`src/rtl/smem_pkg.sv`:
```
// Shared definitions for the shared-memory round-robin arbiter.
// No logic; state encoding, core count and lane-packing helper.
// Backpressure: n/a.
package smem_pkg;

    localparam int N_CORES = 4;

    typedef enum logic [1:0] {
        S_IDLE   = 2'd0,
        S_ACCESS = 2'd1,
        S_RESP   = 2'd2
    } state_e;

    // Bit offset of a core's lane inside a packed per-core bus.
    function automatic int lane_lsb(input int core, input int width);
        return core * width;
    endfunction

endpackage

```
`src/rtl/rr_pick4.sv`:
```
// Combinational 4-way rotating-priority picker; search starts just after last_grant.
// Latency: zero cycles (pure combinational).
// Backpressure: none; valid_o low when no request is present.
module rr_pick4 (
    input  logic [3:0] req_i,
    input  logic [1:0] last_grant_i,
    output logic [1:0] grant_o,
    output logic       valid_o
);

    logic [1:0] idx;

    // Walk from the farthest offset down so the nearest requester wins.
    always_comb begin
        grant_o = 2'd0;
        valid_o = 1'b0;
        idx     = 2'd0;
        for (int k = 4; k >= 1; k--) begin
            idx = last_grant_i + 2'(k);
            if (req_i[idx]) begin
                grant_o = idx;
                valid_o = 1'b1;
            end
        end
    end

endmodule

```
`src/rtl/shared_mem_rr_arbiter.sv`:
```
// Round-robin arbiter sharing one memory port among four cores.
// Latency: grant at cycle 0, strobes cycles 1..MEM_LAT, ack at MEM_LAT+1.
// Backpressure: requesting cores see stall until their own ack pulse.
module shared_mem_rr_arbiter
    import smem_pkg::*;
#(
    parameter int N_CORES = 4,
    parameter int AW      = 32,
    parameter int DW      = 32,
    parameter int MEM_LAT = 1
) (
    input  logic                 clk,
    input  logic                 reset,
    input  logic [N_CORES-1:0]   sbit,
    input  logic [N_CORES-1:0]   rd,
    input  logic [N_CORES-1:0]   wr,
    input  logic [N_CORES*AW-1:0] addr_in,
    input  logic [N_CORES*DW-1:0] wdata_in,
    output logic [N_CORES-1:0]   stall,
    output logic [N_CORES-1:0]   ack,
    output logic [DW-1:0]        rdata,
    output logic                 mem_read,
    output logic                 mem_write,
    output logic [AW-1:0]        mem_addr,
    output logic [DW-1:0]        mem_wdata,
    input  logic [DW-1:0]        mem_rdata,
    output logic                 shared_access,
    output logic                 err
);

    typedef struct packed {
        logic          wr;
        logic [1:0]    core;
        logic [AW-1:0] addr;
        logic [DW-1:0] wdata;
    } xact_t;

    localparam logic [3:0] CNT_INIT = 4'(MEM_LAT - 1);

    state_e        state_q, state_d;
    logic [3:0]    cnt_q, cnt_d;
    logic [1:0]    last_grant_q, last_grant_d;
    xact_t         xact_q, xact_d;
    logic [DW-1:0] rdata_q, rdata_d;
    logic          err_q, err_d;

    logic [N_CORES-1:0] req;
    logic [1:0]         pick_idx;
    logic               pick_vld;

    assign req = sbit & (rd | wr);

    rr_pick4 u_pick (
        .req_i        (req[3:0]),
        .last_grant_i (last_grant_q),
        .grant_o      (pick_idx),
        .valid_o      (pick_vld)
    );

    always_comb begin
        state_d      = state_q;
        cnt_d        = cnt_q;
        last_grant_d = last_grant_q;
        xact_d       = xact_q;
        rdata_d      = rdata_q;
        err_d        = err_q;
        case (state_q)
            S_IDLE: begin
                if (pick_vld) begin
                    // Write wins when a core raises both strobes; the conflict is flagged.
                    xact_d.core  = pick_idx;
                    xact_d.wr    = wr[pick_idx];
                    xact_d.addr  = addr_in[lane_lsb(int'(pick_idx), AW) +: AW];
                    xact_d.wdata = wdata_in[lane_lsb(int'(pick_idx), DW) +: DW];
                    if (rd[pick_idx] && wr[pick_idx]) begin
                        err_d = 1'b1;
                    end
                    last_grant_d = pick_idx;
                    cnt_d        = CNT_INIT;
                    state_d      = S_ACCESS;
                end
            end
            S_ACCESS: begin
                if (cnt_q == 4'd0) begin
                    if (!xact_q.wr) begin
                        rdata_d = mem_rdata;
                    end
                    state_d = S_RESP;
                end else begin
                    cnt_d = cnt_q - 4'd1;
                end
            end
            S_RESP: begin
                state_d = S_IDLE;
            end
            default: begin
                state_d = S_IDLE;
            end
        endcase
    end

    always_ff @(posedge clk or negedge reset) begin
        if (!reset) begin
            state_q      <= S_IDLE;
            cnt_q        <= 4'd0;
            last_grant_q <= 2'd3;
            xact_q       <= '0;
            rdata_q      <= '0;
            err_q        <= 1'b0;
        end else begin
            state_q      <= state_d;
            cnt_q        <= cnt_d;
            last_grant_q <= last_grant_d;
            xact_q       <= xact_d;
            rdata_q      <= rdata_d;
            err_q        <= err_d;
        end
    end

    always_comb begin
        ack = '0;
        if (state_q == S_RESP) begin
            ack[xact_q.core] = 1'b1;
        end
    end

    assign stall         = req & ~ack;
    assign shared_access = (state_q == S_ACCESS);
    assign mem_read      = shared_access & ~xact_q.wr;
    assign mem_write     = shared_access & xact_q.wr;
    assign mem_addr      = xact_q.addr;
    assign mem_wdata     = xact_q.wdata;
    assign rdata         = rdata_q;
    assign err           = err_q;

endmodule
```
`config.mk`:
```
export PLATFORM = sky130hd
export DESIGN_NAME = shared_mem_rr_arbiter
export DESIGN_NICKNAME = d
export VERILOG_FILES = /design/src/rtl/smem_pkg.sv /design/src/rtl/rr_pick4.sv /design/src/rtl/shared_mem_rr_arbiter.sv
export SDC_FILE = /design/constraint.sdc
export NUM_CORES = 1
export LEC_CHECK = 0
export CELL_PAD_IN_SITES_DETAIL_PLACEMENT = 1
export CELL_PAD_IN_SITES_GLOBAL_PLACEMENT = 1
export CORE_MARGIN = 4
export CORE_UTILIZATION = 28
export CTS_CLUSTER_SIZE = 24
export DETAILED_ROUTE_END_ITERATION = 6
export PLACE_DENSITY = 0.89
export SYNTH_ARGS = -nofsm -noshare
export SYNTH_HDL_FRONTEND = slang
export SYNTH_SLANG_ARGS = --single-unit
```
`constraint.sdc`:
```
create_clock -name clk -period 3 [get_ports clk]
set_clock_uncertainty 0.2 [all_clocks]
set_input_delay 0.45 -clock clk [delete_from_list [all_inputs] [get_ports clk]]
set_output_delay 0.45 -clock clk [all_outputs]
set_load 0.01 [all_outputs]
```
==> metrics.sh <==
RUN_STATUS='completed'
DETAILROUTE.VIA_COUNT=6191
SETUP.WORST_PATH.START_CLASS='input port'
ACHIEVABLE-FREQUENCY_GHz=0.350
INSERTED_CLOCK_BUFFERS=9
GRT_REMAINING_OVERFLOW=0
GLOBALROUTEMET2UTIL=0.346
FINALHOLDVIOLCOUNT=0
CTSRESIZECOUNT=0
CELLINTERNALPOWER_W=0.00611
WORSTPATHREQUIRED_NS=3.03
HTREEDEPTH=3
COMBINATIONAL_CELL_FRACTION_OF_TOTAL_POWER=0.600
GRT_SETUP_UNREPAIRED='no'
RELATIVE_CONTRIBUTION_OF_THE_CLOCK_NETWORK_TO_TOTAL_POWER=0.128
SWITCHING_SHARE=0.376
SETUP.WORST_PATH.CLASS='input port to flip-flop'
SYNTH_FF_TYPE='dfrtp_1'
RR_WORST_DEPTH=7
ROUTED_VIA_DENSITY=4.64
STARTING_DENSITY=0.285
MIN_PATH_TYPE='input port to async pin'
MOST-COMMON-LAYOUT-CELLS='clkdlybuf4s50_1 (408), mux2i_1 (128), dfrtp_1 (106)'
FINALWEIGHTEDCONGESTION=0.840
TRITONCTS='done'
P_SWITCHING_W=0.00368
YS_SEQ_AREA_FRAC=0.377
TIMING.FINAL.SETUP_VIOLATIONS=0
GRT_MOST_USED_LAYER='met2'
DIE_WIDTH_UM=168
TIGHTEST_SLEW_NS=0.588
SLOWEST_STAGE='clkdlybuf4s50_1'
NUMBER_OF_ENABLE_FLIP_FLOP_CELLS_AFTER_SYNTHESIS=0
GRT_UTIL_MET3=0.0538
SYNTH_WARNINGS=0
PLACE_HPWL_UM=21400
DRT_WL_TOTAL_UM=25800
CLK-INSERTION-DELAY-LATE_NS=0.35
CLOCK_TREE.ROOT_CELL='clkbuf_16'
POST_SYN_AREA_SQ_UM=7170
MAXIMUM_FANOUT_COUNT_ALONG_THE_CRITICAL_PATH=18
DRT_ITER0_DRC=226
GRT_FIRST_PASS_WIRELENGTH_UM=39100
MAX_SLEW_VIO_COUNT=0
DRT_DRC_VIOLATIONS_LEFT=0
WL_PER_CELL_UM=19.3
POWER.SEQUENTIAL.FRACTION=0.271
NNETSFINAL=1304
AVGSYNTHCELLAREA_SQ_UM=11.0
POST-ROUTE-MIN-PERIOD_NS=2.86
DRT-PASS1-ITER-COUNT=4
WORST_SLACK_NS=0.145
CTS.HOLD.BUFFERS_ADDED=1
LAYOUT_COMMONEST_CELL='clkdlybuf4s50_1'
DIE_Y_UM=168
TOTALPOWERFINAL_W=0.00979
FINAL_LAYOUT_SIZE_SUFFIX_GT1_FRAC=0.175
GLOBAL_ROUTE.USAGE.MET1=0.177
WORST_SETUP_PATH_END_KIND='flip-flop'
CORE_SQ_UM=25200
PEAKVDDDROP_uV=353
MULTI_INPUT_AREA_SQ_UM=3640
FILLCELLCOUNT=2734
CRIT_PATH_CELL_TRACE='clkdlybuf4s50_1 > o211ai_2 > a32oi_2 > and3_4 > buf_4 > mux2i_1 > mux2_4 > o21ai_1'
CLKTRANSATPATHREGS_NS=0.08
SEQ_AREA_SQ_UM=2710
POST_SYNTH_INST_COUNT=649
CTS_SETUP_BUFFERS=0
CELLLEAKAGEPOWER_nW=4.96
WORST_EP_ARRIVAL_TIME_NS=2.89
FIN_SETUP_TNS_NS=0
FINAL_MIN_PERIOD_OVER_CLOCK_PERIOD=0.952
CTS_BUFFER_DEPTH=2
SYNTHESIS.NETS=953
DRV.MAX_CAP_VIOLATION_COUNT=0
YOSYSUNIQUECELLTYPES=47
ASYNCSETRESETFLOPFRACSYNTH=1.00
REGTOREGENDPOINT='mem_addr[23]'
REGTOREGSETUPSLACK_NS=0.17
GRT_USAGE=0.176
DIE_AREA_SQ_UM=28200
PRE_CTS_WS_NS=-0.216
CRIT_PATH_MAX_INCR_DELAY_NS=0.55
IO_BUFFER_COUNT=409
SYNTH_TO_FINAL_AREA_CHANGE_PCT=61.8
FINAL_ANTENNA_NET_COUNT=0
GRT_START_MAX_NET_PINS=61
WORST_FLOP_TO_FLOP_PATH_STARTPOINT='last_grant_q[1]'
ANTENNA-DIODE-COUNT=0
IOS=410
FIRST_GLOBAL_VIAS=6946
SLEW_HEADROOM=0.603
ANTENNA_FOUND_INITIAL=0
PWR_DENSITY_CELL_nW_PER_UM2=844
SYNTH_SEQ_CELLS=108
CLOCK_SINK_COUNT=108
ROW_COUNT=58
==> state kept, by name, summed over array words and instances, names as in the netlist <==
name,count
mem_wdata,32
rdata,32
mem_addr,32
err,1
state_q,2
last_grant_q,2
cnt_q,4
xact_q,3
==> Yosys cell counts, types with 2 or more instances <==
master    number  area share
buf_12         8       0.022
buf_1          2      0.0010
o21ai_2       18       0.022
buf_2          6      0.0042
a21oi_1        5      0.0035
mux2_2        61       0.096
o21ai_0        6      0.0042
clkbuf_4       6      0.0063
buf_4         66       0.069
dfrtp_1      106        0.37
dfstp_2        2      0.0073
and3_1         2      0.0017
nand3_1        5      0.0035
nand2_1       74       0.039
nor2_1        15      0.0079
ha_1           2      0.0035
o21a_1         4      0.0042
clkbuf_1      15      0.0079
mux2_4        36       0.075
nand2b_1       2      0.0017
inv_1          5      0.0026
mux2i_1      128        0.18
o21ai_1       48       0.034
buf_6          2      0.0031
nor4bb_1       2      0.0028
o211ai_1       2      0.0021
==> how the worst max path moves through the flow <==
stage | from | end | slack, ns | depth (start not counted)
floorplan | rd[2] | err | 0.75 | 8
global placement | rd[3] | mem_addr[23] | -0.05 | 8
detailed placement | sbit[3] | mem_addr[23] | -0.22 | 8
CTS | sbit[3] | mem_addr[23] | 0.16 | 8
global route | rd[2] | mem_addr[23] | 0.1 | 8
finish | sbit[3] | mem_addr[23] | 0.14 | 8
==> layer usage <==
metal	vias to the layer above	wire length, um
met5	-	0
met4	0	490
met3	28	2260
met2	287	14100
met1	2943	8920
li1	2933	-
==> power by group through the flow <==
stage / clock (W) / combinational (W) / sequential (W)
after CTS: 0.00133 / 0.00599 / 0.00266
after detailed placement: 0 / 0.00598 / 0.00269
final: 0.00126 / 0.00588 / 0.00265
after global routing: 0.00138 / 0.00633 / 0.00276
after global placement: 0 / 0.00580 / 0.00263
after floorplan: 0 / 0.00385 / 0.00263
==> cell families (layout without fill, tap and decap cells) <==
logic type / after synthesis / count (layout) / synth area share
simple gates: 108 / 108 / 0.0661
compound gates: 93 / 93 / 0.0836
mux: 225 / 225 / 0.350
flops: 108 / 108 / 0.377
fa+ha+maj: 2 / 2 / 0.00349
buf+inv: 111 / 467 / 0.117
xor+xnor: 2 / 2 / 0.00244
==> worst max-delay path: cells and delay by family <==
family	cells	cell delay, ns
buffers and inverters	2	0.85
muxes	2	0.55
and+or+nand+nor	1	0.51
AOI/OAI and AO/OA	3	0.51
==> area by class of cell <==
type	count	area share
sequential	108	0.233
clock inverter	7	0.00766
timing repair buffer	446	0.389
multi-input combinational	430	0.314
clock buffer	9	0.0194
inverter	5	0.00162
tap	330	0.0356
==> stage by stage <==
stage                     std cells  hold WS, ns  area (sq um)   util
final                          1335        0.285         11600  0.461
after global routing           1335        0.308         11600  0.461
after CTS                      1335        0.284         11600  0.461
after detailed placement       1318        0.126         11300  0.448
after global placement         1318        0.126         11300  0.448
after floorplan                 649      -0.0456          7170      -
(Power assumes the default switching activity.)
